==> src/rtl/button_conditioner.sv <==
// Multi-channel push-button conditioner: two-flop synchroniser, per-channel
// four-state debounce FSM, registered level and one-cycle press/release strobes.
module button_conditioner #(
  parameter int unsigned WIDTH           = 4,
  parameter int unsigned DEBOUNCE_CYCLES = 120000
) (
  input  logic             clk,
  input  logic             n_rst,
  input  logic [WIDTH-1:0] raw,
  output logic [WIDTH-1:0] level,
  output logic [WIDTH-1:0] press,
  output logic [WIDTH-1:0] release_strobe,
  output logic             any_press
);

  localparam int unsigned     CNT_W   = $clog2(DEBOUNCE_CYCLES);
  localparam logic [CNT_W-1:0] CNT_MAX = CNT_W'(DEBOUNCE_CYCLES - 1);

  typedef enum logic [1:0] {
    STABLE_LO = 2'd0,
    WAIT_HI   = 2'd1,
    STABLE_HI = 2'd2,
    WAIT_LO   = 2'd3
  } state_t;

  logic [WIDTH-1:0] sync_meta;
  logic [WIDTH-1:0] sync;

  // Private two-flop synchroniser per raw bit
  always_ff @(posedge clk or negedge n_rst) begin
    if (!n_rst) begin
      sync_meta <= '0;
      sync      <= '0;
    end else begin
      sync_meta <= raw;
      sync      <= sync_meta;
    end
  end

  for (genvar i = 0; i < WIDTH; i++) begin : g_ch
    state_t           state;
    state_t           state_nxt;
    logic [CNT_W-1:0] cnt;
    logic [CNT_W-1:0] cnt_nxt;
    logic             press_nxt;
    logic             rel_nxt;
    logic             level_nxt;
    logic             level_q;
    logic             press_q;
    logic             rel_q;

    // Debounce next-state: a level must hold for DEBOUNCE_CYCLES waiting cycles
    always_comb begin
      state_nxt = state;
      cnt_nxt   = cnt;
      press_nxt = 1'b0;
      rel_nxt   = 1'b0;
      case (state)
        STABLE_LO: begin
          if (sync[i]) begin
            state_nxt = WAIT_HI;
            cnt_nxt   = '0;
          end
        end
        WAIT_HI: begin
          if (!sync[i]) begin
            state_nxt = STABLE_LO;
            cnt_nxt   = '0;
          end else if (cnt == CNT_MAX) begin
            state_nxt = STABLE_HI;
            cnt_nxt   = '0;
            press_nxt = 1'b1;
          end else begin
            cnt_nxt = cnt + CNT_W'(1);
          end
        end
        STABLE_HI: begin
          if (!sync[i]) begin
            state_nxt = WAIT_LO;
            cnt_nxt   = '0;
          end
        end
        WAIT_LO: begin
          if (sync[i]) begin
            state_nxt = STABLE_HI;
            cnt_nxt   = '0;
          end else if (cnt == CNT_MAX) begin
            state_nxt = STABLE_LO;
            cnt_nxt   = '0;
            rel_nxt   = 1'b1;
          end else begin
            cnt_nxt = cnt + CNT_W'(1);
          end
        end
        default: begin
          state_nxt = STABLE_LO;
          cnt_nxt   = '0;
        end
      endcase
      level_nxt = (state_nxt == STABLE_HI) || (state_nxt == WAIT_LO);
    end

    always_ff @(posedge clk or negedge n_rst) begin
      if (!n_rst) begin
        state   <= STABLE_LO;
        cnt     <= '0;
        level_q <= 1'b0;
        press_q <= 1'b0;
        rel_q   <= 1'b0;
      end else begin
        state   <= state_nxt;
        cnt     <= cnt_nxt;
        level_q <= level_nxt;
        press_q <= press_nxt;
        rel_q   <= rel_nxt;
      end
    end

    assign level[i]          = level_q;
    assign press[i]          = press_q;
    assign release_strobe[i] = rel_q;
  end

  assign any_press = |press;

endmodule

==> config.mk <==
export PLATFORM = sky130hd
export DESIGN_NAME = button_conditioner
export DESIGN_NICKNAME = d
export VERILOG_FILES = /design/src/rtl/button_conditioner.sv
export SDC_FILE = /design/constraint.sdc
export NUM_CORES = 1
export LEC_CHECK = 0
export BUFFER_PORTS_ARGS = -buffer_cell sky130_fd_sc_hd__clkbuf_2
export CORE_AREA = 2 2 90 92
export CTS_CLUSTER_SIZE = 16
export DETAILED_ROUTE_END_ITERATION = 16
export DIE_AREA = 0 0 92 94
export PLACE_DENSITY = 0.82
export SYNTH_ARGS = -nofsm -noshare
export SYNTH_HDL_FRONTEND = slang
export SYNTH_SLANG_ARGS = --single-unit
==> constraint.sdc <==
create_clock -name clk -period 3.6 [get_ports clk]
set_input_delay 0.18 -clock clk [delete_from_list [all_inputs] [get_ports clk]]
set_output_delay 0.18 -clock clk [all_outputs]
set_load 0.03 [all_outputs]
**Word-level counts from Yosys, hierarchy flattened**

Cells that the tools add are included.

- Equality and inequality tests: 32
- Reductions and logical operators: 13
- Add/sub/neg operators: 4
- Multiplexer cells: 72

Operators with widths:

| kind | count |
|---|---|
| $mux 17 | 20 |
| $pmux 17 s4 | 4 |
| $add 17x1->17 const B | 4 |
| $eq 17x17->1 const B | 4 |
| $mux 2 | 24 |
| $eq 2x2->1 const B | 16 |
| $pmux 2 s4 | 4 |
| $mux 1 | 20 |
| $ne 2x2->1 const B | 8 |
| $eq 2x1->1 const B | 4 |
| $logic_not 2->1 | 4 |
| $reduce_and 2->1 | 4 |
| $logic_or 1x1->1 | 4 |
| $reduce_or 4->1 | 1 |

- Logic and storage cells: 143
- Output and inout port bits: 13
- Flip-flop bits (word level): 96
- Input bits: 6

**Depth between registers and ports, before layout**

Gate-level depths: netlist of run 1.

- Depth after elaboration: 6
- Mapped depth: 7
- Mapped depth without buffers: 6

**Worst setup path after synthesis of run 1**

OpenSTA, ideal clock, no wires.

- Kind: register -> register
- Start: reg g_ch[1].cnt[11]
- End: reg g_ch[1].cnt[0]
- Data required time: 3475 ps
- Buffers on the path: 1
- Library setup time: 125 ps
- Cell stages (with the launch flop): 6
- Arrival: 1853 ps
- Slack: 1622 ps
- Path through: dfrtp_1 > or4_4 > nor4_4 > nor2_2 > buf_6 > mux2_2

- Cells in the longest elaborated chain, start to end: 4
- Elaborated cells between the ends (all ways): 5
- Classes of those cells: 1 x eq/ne; 4 x mux

Ends and longest elaborated chain:

| element | line | text |
|---|---|---|
| start, declared | 43 | `logic [CNT_W-1:0] cnt;` |
| start signal, assigned | 112 | `cnt <= cnt_nxt;` |
| $eq 17x17->1 * | 69, 87 |  |
| $mux 17 * | 69, 87 |  |
| $mux 17, on equally long branches | 84, 66 |  |
| $pmux 17 s4 * | 58 | `case (state)` |

Mark *: on every way between the ends. The rest lies on a longest branch, timed or not.
A chain may end at the register's enable or synchronous reset.

**Final worst setup path of run 1**

- Start: reg g_ch[0].cnt[0]
- End: reg g_ch[0].cnt[15]

- Cells in the longest elaborated chain, start to end: 4
- Elaborated cells between the ends (all ways): 6
- Classes of those cells: 1 x add/sub; 1 x eq/ne; 4 x mux

Ends and longest elaborated chain:

| element | line |
|---|---|
| start, declared | 43 |
| start signal, assigned | 112 |
| $add 17x1->17 / $eq 17x17->1 (equally long branches) | - |
| $mux 17 * | 69, 87 |
| $mux 17, on equally long branches | 84, 66 |
| $pmux 17 s4 * | 58 |

Marked as above.

==> results of run 1 <==
-- worst register-to-register path, stage by stage (launching register included) --
cell     delay (ps)
dfrtp_1         400
ha_1            210
and3_1          210
nand3_2         180
o41ai_4         810
o21ai_0         190
mux2_2          290
-- metal layers --
| metal | share of wire | routed length [um] | GRT usage | up-vias |
|---|---|---|---|---|
| met5 | 0 | 0 | 0 | - |
| met4 | 0.0085 | 82 | 0.07587 | 0 |
| met3 | 0.040 | 385 | 0.04575 | 10 |
| met2 | 0.47 | 4588 | 0.3842 | 103 |
| met1 | 0.48 | 4626 | 0.3337 | 1896 |
| li1 | - | - | - | 1899 |
-- cells by family (layout without fill, tap and decap cells) --
family          after synthesis  count (layout)  share of synthesized area
compound gates              122             122                     0.1569
xor+xnor                      7               7                    0.01254
fa+ha+maj                     4               4                    0.01024
buf+inv                      43              57                    0.04529
flops                        95              95                     0.4862
mux                          16              16                    0.03506
simple gates                231             231                     0.2538
-- Yosys cell counts (11+ instances only) --
library cell / instances / area share
or3_1: 12 / 0.015
a31oi_1: 12 / 0.015
buf_4: 12 / 0.018
a21o_1: 12 / 0.018
o21ai_0: 42 / 0.043
inv_1: 16 / 0.012
nor2_1: 32 / 0.025
nand4_1: 18 / 0.023
nand3_1: 42 / 0.043
nor3_1: 15 / 0.015
and3_1: 11 / 0.014
dfrtp_1: 95 / 0.49
nand2_1: 49 / 0.038
a21oi_1: 30 / 0.031
-- final cells by class --
class | count | area [um^2] | share of cell area
clock buffers | 12 | 165.2 | 0.03143
clock inverters | 4 | 76.32 | 0.01452
inverters | 16 | 60.06 | 0.01143
multi-input cells | 380 | 2291 | 0.4360
flip-flops and latches | 95 | 2377 | 0.4524
well taps | 102 | 127.6 | 0.02429
repair buffers | 25 | 157.7 | 0.03000
-- power groups by stage --
stage / Clock (W) / Combinational [W] / Sequential, W
after floorplan: 0 / 0.0000710 / 0.00112
after global placement: 0 / 0.000106 / 0.00112
after detailed placement: 0 / 0.000110 / 0.00112
after CTS: 0.000828 / 0.000115 / 0.00110
after global routing: 0.000880 / 0.000130 / 0.00111
final: 0.000812 / 0.000114 / 0.00110
-- state kept, by name (all words and copies together), names as in the netlist --
register and cells:
g_ch.cnt 68, g_ch.level_q 4, sync 4, g_ch.state 7, g_ch.rel_q 4, sync_meta 4
g_ch.press_q 4
-- stage by stage --
step | worst slack, ps | instance area [um^2]
after global placement | 1302 | 4964
after floorplan | 1622 | 4890
final | 1202 | 5255
after global routing | 941.5 | 5255
after detailed placement | 1240 | 4964
after CTS | 1206 | 5255
-- repair_timing --
action,in CTS,in global routing
endpoints found under the hold margin,75,0
hold buffers,5,0
resized for setup,0,0
setup buffers,0,0
-- worst max path at each step --
stage,startpoint,end,cells past startpoint,slack [ps]
after floorplan,g_ch[1].cnt[11],g_ch[1].cnt[0],5,1620
final,g_ch[0].cnt[0],g_ch[0].cnt[15],6,1200
after CTS,g_ch[0].cnt[0],g_ch[0].cnt[15],6,1210
after global routing,g_ch[0].cnt[0],g_ch[0].cnt[15],6,940
after detailed placement,g_ch[0].cnt[0],g_ch[0].cnt[15],6,1240
after global placement,g_ch[0].cnt[0],g_ch[0].cnt[15],6,1300
==> summary.txt, run 1 <==
Hold WS: 355.0 ps
Worst Clk Skew: 11.50 ps
Clock transition at the registers of the reported paths: 90 ps
I/O pin cnt: 19
Initial antenna violation count: 0
Setup TNS after final layout: 0 ps
Clock sink count: 95
Fin crit share: 0.6661
CTS root buf: clkbuf_8
Antenna-violating nets left: 0
CP required: 3840 ps
Total gr overflow: 0
Hold Crit Depth: 0
Flop2flop setup slack: 1200 ps
Final Wtd Congestion: 0.8675
Die X: 92 um
Max VDD drop: 0.0002920 V
Power per cell area: 386.2 nW/um^2
Switching portion of total power: 0.2258
Syn Nets: 528
Syn avg cell area: 9.440 um^2
Routed len/inst: 15.27 um
Share of layout cells above drive strength 1: 0.1109
Clk_lat worst skew: 360 ps
Tot Pwr: 0.002030 W
Sequential share of power: 0.544
Critical Path Fanout Max: 18
Min Tclk post-route: 2398 ps
CP arrival: 2640 ps
Switch Pwr: 0.0004584 W
WL final: 9683 um
Syn Std Cell Area: 4890 um^2
Worst relative slew slack: 0.3796
DPL Wire Length: 6597 um
Die ar.: 8648 um^2
Number of enable flip-flop cells after synthesis: 0
CTS H-tree depth: 3
Slowest Stage Delay on Critical Path: 810 ps
Layout Cells excl Fill: 634
Iteration-0 DRC count of the detailed router: 182
Crit path buf inv count: 0
First-pass GRT wire length: 16760 um
Worst R2R End: g_ch[0].cnt[15]
WS Path Type: reg2reg
CTS buffer count: 9
Critical path's slowest cell: o41ai_4
CP Launch Type: flip-flop
Post-synth top flop: dfrtp_1
Worst setup EP type: flip-flop
Pin count of the biggest net entering global routing: 73
Combinational power share: 0.056
Starting Density: 0.6428
Slew Viols, Final: 0
I/O Buffers: 18
Seq/Total Area, Yosys: 0.4862
CTS tree: built
Leakage power: 2.253 nW
Async S/R FF share, synth: 1.000
Commonest non-fill, non-tap cell in the layout: dfrtp_1
Total of max-cap violations: 0
Hold Path Sink: sync[2]
Final core utilization: 0.6908
R2r startpoint: g_ch[0].cnt[0]
Hold/Removal Path Class: reg2reg
Drt via density: 6.164
Yosys warnings: 0
RSZ-0062 raised after global routing: false
Residual DRC: 0
Syn Inst Count: 518
Antenna Cells: 0
Max Fclk: 417.0 MHz
Nets: 537
DR vias: 3908
Core area: 7607 um^2
Distinct cells, synth: 55
Worst Min Path Start: sync_meta[2]
Final-report hold violation count: 0
Drt pass-1 iters: 5
Total Routing Usage GR: 0.2398
Chip height: 94 um
Finish-stage setup viols: 0
R2R depth: 6
Placed insts: 613
CP delay by family, top: compound AO/OA/AOI/OAI gates
Worst Max-Slew Pin Slew: 927.2 ps
Synth Register Bits: 95
Clock Path Buffers: 2
Area Growth Syn to Fin: 7.472%
Clock share of power: 0.400
Critical path, cell by cell: ha_1, and3_1, nand3_2, o41ai_4, o21ai_0, mux2_2
Cell Rows: 32
Vias in the first global route: 3713
Most frequent cells in the layout: dfrtp_1 (95), nand2_1 (49), nand3_1 (42), o21ai_0 (42), nor2_1 (32)
Status: finished clean
Internal power: 0.001571 W
Fill cells: 592
Power figures use the tool's default switching activity.
==> run 2, diff against run 1 <==
--- a/config.mk
+++ b/config.mk
@@ -6,11 +6,11 @@
 export NUM_CORES = 1
 export LEC_CHECK = 0
 export BUFFER_PORTS_ARGS = -buffer_cell sky130_fd_sc_hd__clkbuf_2
-export CORE_AREA = 2 2 90 92
+export CORE_AREA = 2 2 92 94
 export CTS_CLUSTER_SIZE = 16
 export DETAILED_ROUTE_END_ITERATION = 16
-export DIE_AREA = 0 0 92 94
-export PLACE_DENSITY = 0.82
+export DIE_AREA = 0 0 94 96
+export PLACE_DENSITY = 0.79
 export SYNTH_ARGS = -nofsm -noshare
 export SYNTH_HDL_FRONTEND = slang
 export SYNTH_SLANG_ARGS = --single-unit
==> constraint.sdc (replaced) <==
create_clock -name clk -period 2.3 [get_ports clk]
set_input_delay 0.115 -clock clk [delete_from_list [all_inputs] [get_ports clk]]
set_output_delay 0.115 -clock clk [all_outputs]
set_load 0.03 [all_outputs]
==> summary.txt, run 2 (synthesis results as in run 1) <==
Clock transition at the registers of the reported paths: 90 ps (about the same)
Worst Max-Slew Pin Slew: 721.8 ps (-205.4 ps)
First-pass GRT wire length: 17040 um (+1.6%)
CTS root buf: clkbuf_8
CTS H-tree depth: 3 (unchanged)
Most frequent cells in the layout: dfrtp_1 (95), nand2_1 (49), nand3_1 (42), o21ai_0 (42), nor2_1 (32)
Die ar.: 9024 um^2 (+4.3%)
R2R depth: 7 (+1)
Slew Viols, Final: 0 (unchanged)
Nets: 549 (+2.2%)
Residual DRC: 0 (unchanged)
CP arrival: 2370 ps (-270 ps)
Iteration-0 DRC count of the detailed router: 236 (+30%)
Biggest register: g_ch.cnt
Worst setup EP type: flip-flop
CTS buffer count: 9 (unchanged)
Pin count of the biggest net entering global routing: 49 (-33%)
I/O pin cnt: 19 (unchanged)
Worst relative slew slack: 0.5170 (+0.1374)
Starting Density: 0.6073 (-0.03546)
Largest registers: g_ch.cnt (68), g_ch.state (7)
Share of layout cells above drive strength 1: 0.1287 (+0.01777)
Drt pass-1 iters: 4 (-1)
CP Launch Type: flip-flop
Fill cells: 639 (+7.9%)
Hold/Removal Path Class: in2async
DPL Wire Length: 6971 um (+5.7%)
Flop2flop setup slack: 170 ps (-1030 ps)
Core area: 8051 um^2 (+5.8%)
WL final: 9880 um (+2.0%)
CP delay by family, top: compound AO/OA/AOI/OAI gates
DP Area: 5070 um^2 (+2.1%)
Area Growth Syn to Fin: 8.854%
Max VDD drop: 0.0004072 V (+39%)
WS Path Type: reg2reg
Chip height: 96 um (+2.1%)
Initial antenna violation count: 0 (unchanged)
Setup TNS after final layout: 0 ps (unchanged)
Commonest non-fill, non-tap cell in the layout: dfrtp_1
Total Routing Usage GR: 0.2387 (-0.001177)
Status: finished clean
Slowest Stage Delay on Critical Path: 450 ps (-360 ps)
Critical path, cell by cell: ha_1, and3_1, nand3_2, o41ai_4, buf_4, o21ai_0, mux2_2
Power per cell area: 570.2 nW/um^2 (+48%)
Tot Pwr: 0.003035 W (+50%)
DR vias: 3956 (+1.2%)
R2r startpoint: g_ch[0].cnt[0]
Leakage power: 2.298 nW (+2.0%)
Finish-stage setup viols: 0 (unchanged)
Clock Path Buffers: 2 (unchanged)
Routed len/inst: 15.22 um (-0.32%)
Worst Clk Skew: 11.17 ps (-0.3304 ps)
Antenna-violating nets left: 0 (unchanged)
Design area: 5323 um^2 (+1.3%)
Max Fclk: 470.5 MHz (+13%)
Critical Path Fanout Max: 10 (-8)
Antenna Cells: 0 (unchanged)
Total of max-cap violations: 0 (unchanged)
Final-report hold violation count: 0 (unchanged)
Clock sink count: 95 (unchanged)
Post-CTS Setup Inserts: 0 (unchanged)
Total gr overflow: 0 (unchanged)
Clk_lat worst skew: 360 ps (about the same)
Crit path buf inv count: 1 (+1)
Cell Rows: 33 (+3.1%)
Final Wtd Congestion: 0.8974 (+3.4%)
RSZ-0062 raised after global routing: false
Vias in the first global route: 3771 (+1.6%)
Drt via density: 6.096 (-1.1%)
Die X: 94 um (+2.2%)
Min Tclk post-route: 2125 ps (-272.8 ps)
CP required: 2550 ps (-1290 ps)
Max reg flops: 68 (unchanged)
Fin crit share: 0.9240 (+0.2579)
Critical path's slowest cell: o41ai_4
I/O Buffers: 18 (unchanged)
Worst R2R End: g_ch[0].cnt[15]
CTS tree: built
## run 2: cell types whose count changed in the layout (fill, tap and decap cells not counted), sizes merged
cell / delta
bufinv: -1
buf: +12
inv: +1
clkbuf: -1
clkinv: +1
## run 2: report_power, final
group	internal [W]	switching (W)	total, W
logic	0.0000706	0.000122	0.000193
registers	0.00170	0.0000315	0.00173
clock network	0.000534	0.000581	0.00111
total	0.00230	0.000734	0.00303
## run 2: per-stage QoR
| stage | cells | hold WS, ps | setup slack [ps] | utilization |
|---|---|---|---|---|
| 2_1_floorplan | 518 | -180.6 | 321.9 | - |
| 3_3_place_gp | 628 | 165.1 | 247.4 | 0.6297 |
| 3_5_place_dp | 628 | 171.8 | 183.8 | 0.6297 |
| 4_1_cts | 649 | 317.2 | 103.9 | 0.6605 |
| 5_1_grt | 649 | 362.0 | 6.298 | 0.6611 |
| 6_report | 649 | 302.9 | 174.8 | 0.6611 |
## run 2: worst max-delay path by stage
stage	cells past startpoint	endpoint	start	slack (ps)
2_1_floorplan	5	g_ch[1].cnt[0]	g_ch[1].cnt[11]	320
3_3_place_gp	7	g_ch[0].cnt[15]	g_ch[0].cnt[0]	250
3_5_place_dp	7	g_ch[0].cnt[15]	g_ch[0].cnt[0]	180
4_1_cts	5	g_ch[1].cnt[5]	sync[1]	100
5_1_grt	7	g_ch[0].cnt[15]	g_ch[0].cnt[0]	6
6_report	7	g_ch[0].cnt[15]	g_ch[0].cnt[0]	170
## run 2: timing repair
action / CTS / global route
endpoints found under the hold margin: 50 / 0
endpoints found under the setup margin: 0 / 9
hold buffers: 5 / 0
resized for setup: 0 / 1
## run 2: routing by layer
layer	part of all wire	up-vias	track usage
li1	-	1927	-
met1	0.47	1918	0.3180
met2	0.47	98	0.3970
met3	0.038	13	0.03602
met4	0.016	0	0.09300
met5	0	-	0
## run 2: layout make-up
| type | instances | area [um^2] | area share |
|---|---|---|---|
| clock buffers | 11 | 141.4 | 0.02656 |
| clock inverters | 5 | 56.30 | 0.01058 |
| inverters | 16 | 60.06 | 0.01128 |
| multi-input cells | 380 | 2296 | 0.4314 |
| flip-flops and latches | 95 | 2377 | 0.4466 |
| well taps | 105 | 131.4 | 0.02468 |
| repair buffers | 37 | 260.3 | 0.04890 |
==> run 3, diff against run 2 <==
--- a/config.mk
+++ b/config.mk
@@ -11,6 +11,7 @@
 export DETAILED_ROUTE_END_ITERATION = 16
 export DIE_AREA = 0 0 94 96
 export PLACE_DENSITY = 0.79
+export REMOVE_ABC_BUFFERS = 1
 export SYNTH_ARGS = -nofsm -noshare
 export SYNTH_HDL_FRONTEND = slang
 export SYNTH_SLANG_ARGS = --single-unit
==> summary.txt, run 3 (synthesis results as in run 1) <==
Chip height: 96 um (unchanged)
Vias in the first global route: 3712 (-1.6%)
CP arrival: 2380 ps (about the same)
Drt pass-1 iters: 4 (unchanged)
Residual DRC: 0 (unchanged)
I/O Buffers: 18 (unchanged)
Clock transition at the registers of the reported paths: 100 ps (about the same)
CP delay by family, top: compound AO/OA/AOI/OAI gates
Die ar.: 9024 um^2 (unchanged)
Starting Density: 0.6073 (unchanged)
Critical path, cell by cell: ha_1, and3_1, nand3_2, o41a_1, and2_1, mux2_2
Final-report hold violation count: 0 (unchanged)
Critical path's slowest cell: o41a_1
RSZ-0062 raised after global routing: false
Clk_lat worst skew: 360 ps (about the same)
Largest registers: g_ch.cnt (68), g_ch.state (7)
Fin crit share: 0.9291 (+0.005096)
Most frequent cells in the layout: dfrtp_1 (95), nand2_1 (49), nand3_1 (42), o21ai_0 (42), nor2_1 (32)
Hold WS: 232.9 ps (-70.01 ps)
Nets: 547 (-0.36%)
WS Path Type: reg2reg
R2r startpoint: g_ch[0].cnt[0]
Slowest Stage Delay on Critical Path: 590 ps (+140 ps)
Cell Rows: 33 (unchanged)
Critical Path Fanout Max: 8 (-2)
Setup TNS after final layout: 0 ps (unchanged)
Power per cell area: 556.3 nW/um^2 (-2.4%)
Pin count of the biggest net entering global routing: 36 (-27%)
Max Fclk: 468.0 MHz (-0.55%)
Status: finished clean
R2R depth: 6 (-1)
CTS root buf: clkbuf_8
Max reg flops: 68 (unchanged)
Worst relative slew slack: 0.3793 (-0.1378)
Critical Path Stages: 6 (-1)
PnR worst setup slack: 163.0 ps (-11.72 ps)
CTS H-tree depth: 3 (unchanged)
Drt via density: 6.185 (+1.5%)
Worst Clk Skew: 11.72 ps (+0.5481 ps)
Die X: 94 um (unchanged)
Initial antenna violation count: 0 (unchanged)
Worst Max-Slew Pin Slew: 927.7 ps (+205.9 ps)
Biggest register: g_ch.cnt
Worst setup path endpoint: g_ch[0].cnt[15]
Total gr overflow: 0 (unchanged)
First-pass GRT wire length: 17040 um (unchanged)
Antenna-violating nets left: 0 (unchanged)
Worst setup EP type: flip-flop
Setup crit start: g_ch[0].cnt[0]
Total Routing Usage GR: 0.2374 (-0.001287)
Clock sink count: 95 (unchanged)
Dpl ws: 188.4 ps (+4.624 ps)
Min Tclk post-route: 2137 ps (+11.72 ps)
I/O pin cnt: 19 (unchanged)
Share of layout cells above drive strength 1: 0.1255 (-0.003215)
Max VDD drop: 0.0004241 V (+4.1%)
CP required: 2540 ps (about the same)
Area Growth Syn to Fin: 7.984%
Leakage power: 2.270 nW (-1.2%)
CTS tree: built
Antenna Cells: 0 (unchanged)
Routed len/inst: 15.34 um (+0.79%)
Flop2flop setup slack: 160 ps (about the same)
Post-CTS Setup Inserts: 0 (unchanged)
Iteration-0 DRC count of the detailed router: 203 (-14%)
WL final: 9927 um (+0.48%)
Worst R2R End: g_ch[0].cnt[15]
CP Launch Type: flip-flop
Finish-stage setup viols: 0 (unchanged)
CTS buffer count: 9 (unchanged)
Hold/Removal Path Class: in2async
Slew Viols, Final: 0 (unchanged)
Final Wtd Congestion: 0.9039 (+0.72%)
Core area: 8051 um^2 (unchanged)
DPL Wire Length: 6955 um (-0.24%)
Clock Path Buffers: 2 (unchanged)
Commonest non-fill, non-tap cell in the layout: dfrtp_1
DR vias: 4002 (+1.2%)
Total of max-cap violations: 0 (unchanged)
Crit path buf inv count: 0 (-1)
## run 3: changes by cell type in the layout (fill, tap and decap cells not counted)
cell / delta
clkinvlp_4: +1
buf_4: -1
clkinv_4: +2
clkinv_2: -2
bufinv_16: -1
buf_12: -1
## run 3: layer usage
metal / track usage / routed length, um / part of all wire
met5: 0 / 0 / 0
met4: 0.08213 / 176 / 0.018
met2: 0.3905 / 4784 / 0.48
met1: 0.3294 / 4597 / 0.46
met3: 0.02897 / 369 / 0.037
## run 3: area by class of cell
class | count | area [um^2]
tap | 105 | 131.4
inverter | 16 | 60.06
clock inverter | 5 | 41.29
multi-input combinational | 380 | 2296
clock buffer | 11 | 141.4
fill | 647 | 2771
sequential | 95 | 2377
timing repair buffer | 35 | 232.7
## run 3: metrics by stage
stage                     area (um^2)  total power [W]  instances    util
final                            5280         0.002937        647  0.6558
after global routing             5280         0.003070        647  0.6558
after CTS                        5275         0.002966        647  0.6552
after detailed placement         5042         0.001945        626  0.6263
after global placement           5042         0.001936        626  0.6263
after floorplan                  4728         0.001856        491       -
## run 3: repair_timing
action | CTS | global route
resized for setup | 0 | 1
endpoints found under the hold margin | 36 | 0
endpoints found under the setup margin | 0 | 6
hold buffers | 5 | 0
## run 3: power by group
part,internal [W],total [W],switching [W]
registers,0.00170,0.00173,0.0000301
logic,0.0000685,0.000192,0.000123
clock network,0.000431,0.00102,0.000588
total,0.00220,0.00294,0.000741
## run 3: worst min path at each step
stage | start | end | slack (ps) | cells past startpoint
after floorplan | n_rst | g_ch[0].cnt[0] | -180 | 0
after global placement | n_rst | g_ch[1].cnt[7] | 90 | 1
after CTS | n_rst | g_ch[1].cnt[8] | 240 | 2
after detailed placement | n_rst | g_ch[1].cnt[8] | 90 | 1
after global routing | n_rst | g_ch[1].cnt[8] | 280 | 2
final | n_rst | g_ch[1].cnt[8] | 230 | 2
